## config.mk

```make
export PLATFORM = sky130hd
export DESIGN_NAME = sap1_ctrl_seq
export DESIGN_NICKNAME = d
export VERILOG_FILES = /design/src/rtl/sap1_pkg.sv /design/src/rtl/ring_counter_6.sv /design/src/rtl/sap1_ctrl_seq.sv
export SDC_FILE = /design/constraint.sdc
export NUM_CORES = 1
export LEC_CHECK = 0
export ABC_AREA = 1
export CORE_MARGIN = 10
export CORE_UTILIZATION = 30
export DETAILED_ROUTE_END_ITERATION = 16
export PLACE_DENSITY = 0.58
export SLEW_MARGIN = 20
export SYNTH_ARGS = -nofsm -noshare
export SYNTH_HDL_FRONTEND = slang
export SYNTH_SLANG_ARGS = --single-unit
```

## constraint.sdc

```tcl
create_clock -name CLK -period 1.58 [get_ports CLK]
set_input_delay 0.158 -clock CLK [delete_from_list [all_inputs] [get_ports CLK]]
set_output_delay 0.158 -clock CLK [all_outputs]
set_load 0.05 [all_outputs]
```

## src/rtl/sap1_pkg.sv

```systemverilog
// ============================================================================
// sap1_pkg : opcode encoding, control-word bit map and fetch/execute words.
// Rev 1.0
// ============================================================================
`default_nettype none

package sap1_pkg;

   localparam int OPC_W = 4;
   localparam int CON_W = 12;
   localparam int NT    = 6;

   typedef logic [CON_W-1:0] con_t;
   typedef logic [NT-1:0]    ring_t;

   typedef enum logic [OPC_W-1:0] {
      OP_LDA = 4'h0,
      OP_ADD = 4'h1,
      OP_SUB = 4'h2,
      OP_OUT = 4'hE,
      OP_HLT = 4'hF
   } opcode_e;

   // Bit positions in CON, MSB first: {CP,EP,LM_BAR,CE_BAR,LI_BAR,EI_BAR,LA_BAR,EA,SU,EU,LB_BAR,LO_BAR}
   localparam int CON_CP     = 11;
   localparam int CON_EP     = 10;
   localparam int CON_LM_BAR = 9;
   localparam int CON_CE_BAR = 8;
   localparam int CON_LI_BAR = 7;
   localparam int CON_EI_BAR = 6;
   localparam int CON_LA_BAR = 5;
   localparam int CON_EA     = 4;
   localparam int CON_SU     = 3;
   localparam int CON_EU     = 2;
   localparam int CON_LB_BAR = 1;
   localparam int CON_LO_BAR = 0;

   localparam con_t B_CP     = con_t'(1) << CON_CP;
   localparam con_t B_EP     = con_t'(1) << CON_EP;
   localparam con_t B_LM_BAR = con_t'(1) << CON_LM_BAR;
   localparam con_t B_CE_BAR = con_t'(1) << CON_CE_BAR;
   localparam con_t B_LI_BAR = con_t'(1) << CON_LI_BAR;
   localparam con_t B_EI_BAR = con_t'(1) << CON_EI_BAR;
   localparam con_t B_LA_BAR = con_t'(1) << CON_LA_BAR;
   localparam con_t B_EA     = con_t'(1) << CON_EA;
   localparam con_t B_SU     = con_t'(1) << CON_SU;
   localparam con_t B_EU     = con_t'(1) << CON_EU;
   localparam con_t B_LB_BAR = con_t'(1) << CON_LB_BAR;
   localparam con_t B_LO_BAR = con_t'(1) << CON_LO_BAR;

   // Every active-low strobe deasserted, every active-high strobe off (0x3E3).
   localparam con_t CW_IDLE = B_LM_BAR | B_CE_BAR | B_LI_BAR | B_EI_BAR |
                              B_LA_BAR | B_LB_BAR | B_LO_BAR;

   localparam con_t CW_T1 = (CW_IDLE | B_EP) & ~B_LM_BAR;
   localparam con_t CW_T2 = CW_IDLE | B_CP;
   localparam con_t CW_T3 = CW_IDLE & ~B_CE_BAR & ~B_LI_BAR;

   localparam con_t CW_LDA_T4 = CW_IDLE & ~B_LM_BAR & ~B_EI_BAR;
   localparam con_t CW_LDA_T5 = CW_IDLE & ~B_CE_BAR & ~B_LA_BAR;
   localparam con_t CW_ADD_T4 = CW_LDA_T4;
   localparam con_t CW_ADD_T5 = CW_IDLE & ~B_CE_BAR & ~B_LB_BAR;
   localparam con_t CW_ADD_T6 = (CW_IDLE & ~B_LA_BAR) | B_EU;
   localparam con_t CW_SUB_T6 = CW_ADD_T6 | B_SU;
   localparam con_t CW_OUT_T4 = (CW_IDLE | B_EA) & ~B_LO_BAR;

   localparam ring_t RING_T1 = 6'b000001;
   localparam ring_t RING_T2 = 6'b000010;
   localparam ring_t RING_T3 = 6'b000100;
   localparam ring_t RING_T4 = 6'b001000;
   localparam ring_t RING_T5 = 6'b010000;
   localparam ring_t RING_T6 = 6'b100000;

   function automatic logic is_onehot(input ring_t v);
      return (v != '0) && ((v & (v - ring_t'(1))) == '0);
   endfunction

   // phase 0/1/2 selects T4/T5/T6; unknown opcodes behave as NOP.
   function automatic con_t exec_word(input logic [OPC_W-1:0] op,
                                      input logic [1:0]       phase);
      con_t w;
      w = CW_IDLE;
      case (op)
         OP_LDA: begin
            if (phase == 2'd0)      w = CW_LDA_T4;
            else if (phase == 2'd1) w = CW_LDA_T5;
         end
         OP_ADD: begin
            if (phase == 2'd0)      w = CW_ADD_T4;
            else if (phase == 2'd1) w = CW_ADD_T5;
            else if (phase == 2'd2) w = CW_ADD_T6;
         end
         OP_SUB: begin
            if (phase == 2'd0)      w = CW_ADD_T4;
            else if (phase == 2'd1) w = CW_ADD_T5;
            else if (phase == 2'd2) w = CW_SUB_T6;
         end
         OP_OUT: begin
            if (phase == 2'd0)      w = CW_OUT_T4;
         end
         default: w = CW_IDLE;
      endcase
      return w;
   endfunction

endpackage

`default_nettype wire

```

## src/rtl/ring_counter_6.sv

```systemverilog
// ============================================================================
// ring_counter_6 : one-hot T1..T6 ring, advances on the falling clock edge.
// Rev 1.0
// ============================================================================
`default_nettype none

module ring_counter_6
   import sap1_pkg::*;
(
   input  logic          CLK,
   input  logic          CLR,
   input  logic          HOLD,
   output logic [NT-1:0] T
);

   ring_t r_t;

   // A corrupted (non one-hot) ring recovers to T1 even while held.
   always_ff @(negedge CLK or posedge CLR) begin
      if (CLR) begin
         r_t <= RING_T1;
      end else if (!is_onehot(r_t)) begin
         r_t <= RING_T1;
      end else if (!HOLD) begin
         r_t <= {r_t[NT-2:0], r_t[NT-1]};
      end
   end

   assign T = r_t;

endmodule

`default_nettype wire

```

## src/rtl/sap1_ctrl_seq.sv

```systemverilog
// ============================================================================
// sap1_ctrl_seq : SAP-1 controller-sequencer (ring counter, halt latch, decoder).
// Rev 1.0
// ============================================================================
`default_nettype none

module sap1_ctrl_seq
   import sap1_pkg::*;
(
   input  logic             CLK,
   input  logic             CLR,
   input  logic [OPC_W-1:0] OPCODE,
   output logic [NT-1:0]    T,
   output logic [CON_W-1:0] CON,
   output logic             HLT
);

   ring_t w_t;
   con_t  w_con;
   logic  r_halted;

   ring_counter_6 u_ring (
      .CLK  (CLK),
      .CLR  (CLR),
      .HOLD (r_halted),
      .T    (w_t)
   );

   // The T3->T4 edge is the only point where HLT is sampled.
   always_ff @(negedge CLK or posedge CLR) begin
      if (CLR) begin
         r_halted <= 1'b0;
      end else if ((w_t == RING_T3) && (OPCODE == OP_HLT)) begin
         r_halted <= 1'b1;
      end
   end

   always_comb begin
      w_con = CW_IDLE;
      if (!r_halted) begin
         case (w_t)
            RING_T1: w_con = CW_T1;
            RING_T2: w_con = CW_T2;
            RING_T3: w_con = CW_T3;
            RING_T4: w_con = exec_word(OPCODE, 2'd0);
            RING_T5: w_con = exec_word(OPCODE, 2'd1);
            RING_T6: w_con = exec_word(OPCODE, 2'd2);
            default: w_con = CW_IDLE;
         endcase
      end
   end

   assign T   = w_t;
   assign CON = w_con;
   assign HLT = r_halted;

endmodule

`default_nettype wire
```

Yosys cells after proc, flatten, opt, wreduce, memory -nomap -nowiden
Index checks and enable logic that the tools add are counted.
- output and inout bits: 19
- memories: 0
- logic and storage cells: 29
- bits of input ports: 6
- bits in read-only memories: 0
- RAM bits: 0
- flip-flop bits (word level): 7
- bits in latches: 0
- add/sub/neg operators: 1
- muxes and demuxes: 7
- div/mod/pow operators: 0
- shifts and indexed selects: 0
- multipliers: 0
- reductions and logical operators: 7
- bitwise gates (word level): 1
- eq/ne operators: 11
- magnitude comparators: 0
- operators with widths (kind ; count):
    12-bit case mux with 6 select lines ; 1
    10-bit case mux with 2 select lines ; 1
    9-bit case mux with 2 select lines ; 1
    12-bit 2-to-1 mux ; 1
    6-bit 2-to-1 mux ; 2
    6-bit case mux with 2 select lines ; 1
    4-bit equality test, second input constant ; 2
    6-bit bitwise AND ; 1
    6-bit by 1-bit equality test with 1-bit output, second input constant ; 1
    6-bit by 2-bit equality test with 1-bit output, second input constant ; 1
    6-bit by 3-bit equality test with 1-bit output, second input constant ; 1
    6-bit by 4-bit equality test with 1-bit output, second input constant ; 1
    6-bit by 5-bit equality test with 1-bit output, second input constant ; 1
    6-bit equality test, second input constant ; 1
    6-bit logical NOT ; 1
    6-bit nonzero test ; 1
    6-bit by 1-bit subtractor with 6-bit output, second input constant ; 1
    4-bit by 1-bit equality test with 1-bit output, second input constant ; 1
    4-bit by 2-bit equality test with 1-bit output, second input constant ; 1
    4-bit logical NOT ; 1
    3-bit OR reduction ; 1
    1-bit logical AND ; 2
    2-bit inequality test, second input constant ; 1
    2-bit OR reduction ; 1

Depth between registers and ports, before layout
Gate-level depths: netlist of the first run.
- depth in word-level cells: 5
- gate-level depth with buffers: 8
- gate-level depth less buffers: 8

Cells and area by module
Synthesis of the first run repeated with hierarchy kept, for this count alone.
- cell total of the unflattened synthesis: 134
- area total of the unflattened synthesis: 792.0 µm²
- by module, submodules not included (module ; area an instance (µm²) ; sequential area each (µm²) ; times used ; cells an instance):
    sap1_ctrl_seq ; 415.4 ; 25.0 ; 1 ; 84
    ring_counter_6 ; 376.6 ; 151.4 ; 1 ; 50

==> reports/results.ini, run 1 <==
[floorplanning]
fp.dieArea_um2 = 4750
die_height_um = 68.9
start_util = 0.318
row_count = 17
io_pins = 25
core-area_um2 = 2250
die_w_um = 68.9

[route]
post_drt_wl_per_cell_um = 15.3
vias = 1071
routed_via_density = 4.91
ant_nets = 0
drtIter0Drc = 90
route.detailed.drc = 0
routed_wl_um = 3330
drt_first_pass_iters = 4

[worst_setup_path]
ff2ff_setup_slack_ns = 0.06
arrival_ns = 2.58
crit_required_ns = 1.42
critPathLaunchType = register
crit_start = u_ring.T[0]$_DFFE_NP1P_
r2r-start = u_ring.T[0]$_DFFE_NP1P_
crit_type = register to output port
crit_fanout = 5
path_buf_inv = 1
crit_path_end_kind = output port
crit_top_cell = nand2_4
crit_chain = nor2_4 -> nand2_4 -> nand2_4 -> a21oi_4 -> nand3b_1 -> buf_12
crit_path_top_delay_cell = dfstp_4
slowest_delay_ns = 0.66
crit_family = flip-flops

[sta]
slew_headroom = 0.772
setup_viol_count_final = 19
tightest_slew_ns = 0.341
fin_setup_tns_ns = -16.68
skew_ns = 0.0762
rsz0062_at_grt = yes
drv_slew = 0
worst_slack_ns = -1.15
hold_viol_final = 0

[clock_network]
tritoncts = built
clockBufferDepth = 2
htree_num_levels = 1
clk_pin_slew_ns = 0.06
numCtsBuffers = 3
clock_latency_ns = 0.34
cts_hold_buf = 0
cts.sinks = 7
cts_root_buf = clkbuf_4

[synthesis]
yosys-top-cells-area = dfrtn_1, nand2_1, nor2_1, nand3_1, inv_1
synth_top_family_by_area = simple AND/OR/NAND/NOR gates
synth_area_per_cell_um2 = 6.02
syn_nets = 125
synthesis.area_um2 = 717
ys_seq_area_frac = 0.246
netlist.area_leader.share = 0.209
synth_edf_count = 0
yosysTopAreaCell = dfrtn_1
synth_common_cells = nand2_1, nor2_1, inv_1
yosys.cell_types.count = 22
synth_compound_area_frac = 0.105
synth_xor_area_frac = 0
ys.warnings.count = 0
synthArstFlopShare = 1.00
synthMuxAreaShare = 0
synthAdderAreaFrac = 0
ys_ff_latch = 7
syn_inst = 119
synth-main-ff-cell = dfrtn_1
yosys.area_share.simple = 0.548
synth_most_common_cell = nand2_1

[cells_and_area]
num_antenna_cells = 0
fillers = 152
fin_util = 0.778
drive_gt1_frac = 0.632
area_delta_synth_final_pct = 145
final-instance-count-excl-fill = 218
layout.nets = 197

[grt]
grt_usage = 0.133
grt_pass1_wl_um = 4890
grt_pass1_vias = 1075
grt_max_degree = 8
grt_overflow = 0
antenna_found_initial = 0

[placed_design]
portBuffers = 24
gp_congestion = 0.881
hpwlAfterDp_um = 2190
dp.cells = 198

[power]
power.density_nw_per_um2 = 244
power_leakage_nw = 0.877
ir_drop_mv = 0.423

[status]
violations = negative setup slack
outcome = finished with violations

[hold_path]
worstHoldPathType = register to register
hp-start = HLT$_DFFE_NP0P_

[flow_run]
cap_viol_max_count = 0

## flip-flops by register name, summed over array words and instances (netlist names)
register  count
HLT           1
u_ring.T      6
## timing repair
action / 4_1_cts / 5_1_grt
gates resized for setup: 21 / 9
pin swaps: 9 / 3
endpoints found under the setup margin: 19 / 19
buffers inserted: 11 / 6
## logic make-up after synthesis
group / Yosys count
buf+inv: 19
simple gates: 81
flops: 7
compound gates: 12
## metrics by stage
| step | cell area (um2) | hold slack, ns | worst slack (ns) | total power [mW] |
|---|---|---|---|---|
| 2_1_floorplan | 835 | 0.516 | -1.13 | 0.203 |
| 4_1_cts | 1680 | 0.635 | -1.11 | 0.417 |
| 3_5_place_dp | 1500 | 0.598 | -0.834 | 0.235 |
| 3_3_place_gp | 1500 | 0.623 | -0.830 | 0.233 |
| 5_1_grt | 1750 | 0.704 | -1.23 | 0.444 |
| 6_report | 1750 | 0.672 | -1.15 | 0.428 |
## layout by cell type (no fill, tap or decap), drive strengths merged
master | synthesis | layout
buf | 1 | 64
nand2 | 33 | 33
nor2 | 31 | 31
inv | 17 | 17
nand3 | 10 | 10
dfrtn | 6 | 6
a21oi | 6 | 6
clkdlybuf4s50 | 0 | 5
nand4 | 4 | 4
o21ai | 4 | 4
clkbuf | 1 | 3
a31oi | 1 | 1
nand3b | 1 | 1
o21a | 1 | 1
or2 | 1 | 1
nor4 | 1 | 1
clkinv | 0 | 1
dfstp | 1 | 1
## routing by layer
layer  GRT usage  vias up  wire, um
met3      0.0274        8       250
met2       0.239       41      1750
li1            -      520         -
met5           0        -         0
met1       0.150      502      1260
met4      0.0517        0        61
## report_power, final
group	switching (mW)	total [mW]	internal [mW]
combinational	0.0209	0.0455	0.0246
clock	0.105	0.202	0.0971
sequential	0	0.180	0.180
## worst reg2reg max path, cell delays in order (launching register included)
cell and delay, ns:
dfstp_4 0.66, inv_4 0.06, nand2_4 0.07, nor2_2 0.05, nand2_4 0.10, nand2_4 0.09, buf_4 0.13, nand4_1 0.07
nand2_1 0.06
## path summary, 6_finish.rpt
check                                          endpoint  cells after the start
min in group asynchronous       u_ring.T[2]$_DFFE_NP0P_                      3
worst min-delay path                    HLT$_DFFE_NP0P_                      3
worst min register to register          HLT$_DFFE_NP0P_                      3
worst max register to register  u_ring.T[5]$_DFFE_NP0P_                      8
worst max-delay path                             CON[6]                      6
max in group asynchronous       u_ring.T[5]$_DFFE_NP0P_                      3
## area by class of cell
class                      count  area [um2]  share of cell area
clock buffer                   3        22.5              0.0128
clock inverter                 2        8.76             0.00499
inverter                      16        65.1              0.0371
multi-input combinational     93         657               0.374
sequential                     7         180               0.103
tap                           28        35.0              0.0200
timing repair buffer          69         786               0.448
Note: power is estimated with default switching activity, not from simulation.
==> inputs of run 2 (changes only) <==
Settings changed: REMOVE_ABC_BUFFERS set to 1.
==> run 2 against run 1 <==
The run still ends with negative setup slack left. First-iteration DRC count decreased by 67%. Register-to-register slack improved by 0.12 ns. Sequential share of layout area increased by 0.93 points. Critical endpoint is now CON[1]. Critical path depth increased by 1. Non-clock buffer count decreased by 12. Cell area decreased by 10%.
==> reports/results.ini, run 2 (same netlist as run 1, synthesis figures left out) <==
[status]
outcome = finished with violations
violations = negative setup slack

[route]
drtIter0Drc = 30  ; -67%
drt_first_pass_iters = 4  ; unchanged
route.detailed.drc = 0  ; unchanged
routed_via_density = 4.79  ; -2.5%
routed_wl_um = 2710  ; -19%
post_drt_wl_per_cell_um = 13.1  ; -14%
vias = 987  ; -7.8%
ant_nets = 0  ; unchanged

[sta]
slew_headroom = 0.817  ; +0.0455
rsz0062_at_grt = yes
fin_setup_tns_ns = -15.45  ; +1.23 ns
worst_slack_ns = -1.06  ; +0.0990 ns
hold_viol_final = 0  ; unchanged
setup_viol_count_final = 19  ; unchanged
tightest_slew_ns = 0.274  ; -0.0670 ns
drv_slew = 0  ; unchanged
skew_ns = 0.0464  ; -0.0297 ns

[cells_and_area]
layout.nets = 185  ; -6.1%
final_common_cell = buf_4
area_delta_synth_final_pct = 120
fillers = 188  ; +24%
fin_util = 0.699  ; -0.0794
final_cell_mix = buf_4, nand2_1, buf_12
final_area_um2 = 1580  ; -10%
drive_gt1_frac = 0.556  ; -0.0754
num_antenna_cells = 0  ; unchanged
largest_register_ffs = 6  ; unchanged

[floorplanning]
core-area_um2 = 2250  ; unchanged
start_util = 0.318  ; unchanged
die_height_um = 68.9  ; unchanged
die_w_um = 68.9  ; unchanged
io_pins = 25  ; unchanged
row_count = 17  ; unchanged
fp.dieArea_um2 = 4750  ; unchanged

[worst_setup_path]
arrival_ns = 2.48  ; -0.10 ns
critPathLaunchType = register
crit_fanout = 5  ; unchanged
worst-r2r-cell-count = 7  ; -1
crit_required_ns = 1.42  ; about the same
crit_path_end_kind = output port
crit_type = register to output port

[grt]
grt_usage = 0.116  ; -0.0173
grt_pass1_vias = 891  ; -17%
grt_pass1_wl_um = 4110  ; -16%
grt_max_degree = 12  ; +4
grt_overflow = 0  ; unchanged
antenna_found_initial = 0  ; unchanged

[placed_design]
gp_congestion = 0.866  ; -1.7%
portBuffers = 24  ; unchanged
hpwlAfterDp_um = 2080  ; -5.1%
place_area_um2 = 1380  ; -7.4%

[clock_network]
cts.sinks = 7  ; unchanged
clock_latency_ns = 0.31  ; -0.03 ns
clk_pin_slew_ns = 0.04  ; -0.02 ns
numCtsBuffers = 3  ; unchanged
clockBufferDepth = 2  ; unchanged
tritoncts = built
htree_num_levels = 1  ; unchanged
cts_root_buf = clkbuf_4

[power]
power_leakage_nw = 0.776  ; -11%
p_clk_frac = 0.446  ; -0.027
p_sw_mw = 0.0993  ; -21%
finalPower_mw = 0.403  ; -5.8%
ir_drop_mv = 0.340  ; -20%
power_switching_share = 0.246  ; -0.0486
combPwrFrac = 0.106  ; about the same
power.density_nw_per_um2 = 256  ; +5.0%
p_int_mw = 0.304  ; +0.75%
seq_power_share = 0.448  ; +0.027

[hold_path]
hold_depth = 3  ; unchanged
worstHoldPathType = register to register

[flow_run]
cap_viol_max_count = 0  ; unchanged

-- run 2: cell type report --
class                      count  area [um2]  area share
clock inverter                 1        3.75     0.00238
multi-input combinational     93         569       0.361
timing repair buffer          57         704       0.447
tap                           28        35.0      0.0222
sequential                     7         176       0.112
inverter                      16        60.1      0.0381
clock buffer                   4        26.3      0.0167
-- run 2: critical path, stage by stage (launching register included) --
cell and delay [ns]:
dfrtn_1 0.39, inv_1 0.16, nand2_4 0.07, nor2_2 0.16, nand2_4 0.10, a21oi_4 0.21
nand3_1 0.15, buf_12 0.18
-- run 2: worst paths after layout --
| path | start | end | slack (ns) |
|---|---|---|---|
| setup / recovery | u_ring.T[1]$_DFFE_NP0P_ | CON[1] | -1.06 |
| hold / removal | u_ring.T[4]$_DFFE_NP0P_ | u_ring.T[4]$_DFFE_NP0P_ | 0.71 |
| setup reg to reg | u_ring.T[0]$_DFFE_NP1P_ | u_ring.T[4]$_DFFE_NP0P_ | 0.18 |
| hold reg to reg | u_ring.T[4]$_DFFE_NP0P_ | u_ring.T[4]$_DFFE_NP0P_ | 0.71 |
| max in group asynchronous | CLR | u_ring.T[5]$_DFFE_NP0P_ | 0.56 |
| min in group asynchronous | CLR | u_ring.T[1]$_DFFE_NP0P_ | 0.88 |
-- run 2: per-layer routing --
layer | vias up | GRT usage | wire (um)
li1 | 495 | - | -
met1 | 465 | 0.133 | 1140
met2 | 22 | 0.191 | 1380
met3 | 5 | 0.0290 | 132
met4 | 0 | 0.0665 | 58
met5 | - | 0 | 0
-- run 2: power by group through the flow --
stage / clock network [mW] / registers (mW) / logic (mW)
2_1_floorplan: 0.00792 / 0.183 / 0.0107
3_3_place_gp: 0.00792 / 0.183 / 0.0391
3_5_place_dp: 0.00792 / 0.183 / 0.0407
4_1_cts: 0.187 / 0.181 / 0.0410
5_1_grt: 0.206 / 0.180 / 0.0466
6_report: 0.180 / 0.181 / 0.0427
-- run 2: metrics by stage --
| stage | worst slack, ns | hold slack (ns) | instances |
|---|---|---|---|
| finish | -1.06 | 0.715 | 206 |
| global route | -1.14 | 0.738 | 206 |
| CTS | -1.03 | 0.715 | 204 |
| detailed placement | -0.792 | 0.672 | 197 |
| global placement | -0.761 | 0.691 | 197 |
| floorplan | -1.88 | 0.566 | 117 |
-- run 2: repair_timing --
item                                    4_1_cts  5_1_grt
setup buffers                                 6        3
cloned                                        0        0
hold buffers                                  0        0
gates resized for setup                      20       17
endpoints found under the setup margin       19       19
pin swaps                                     4        6
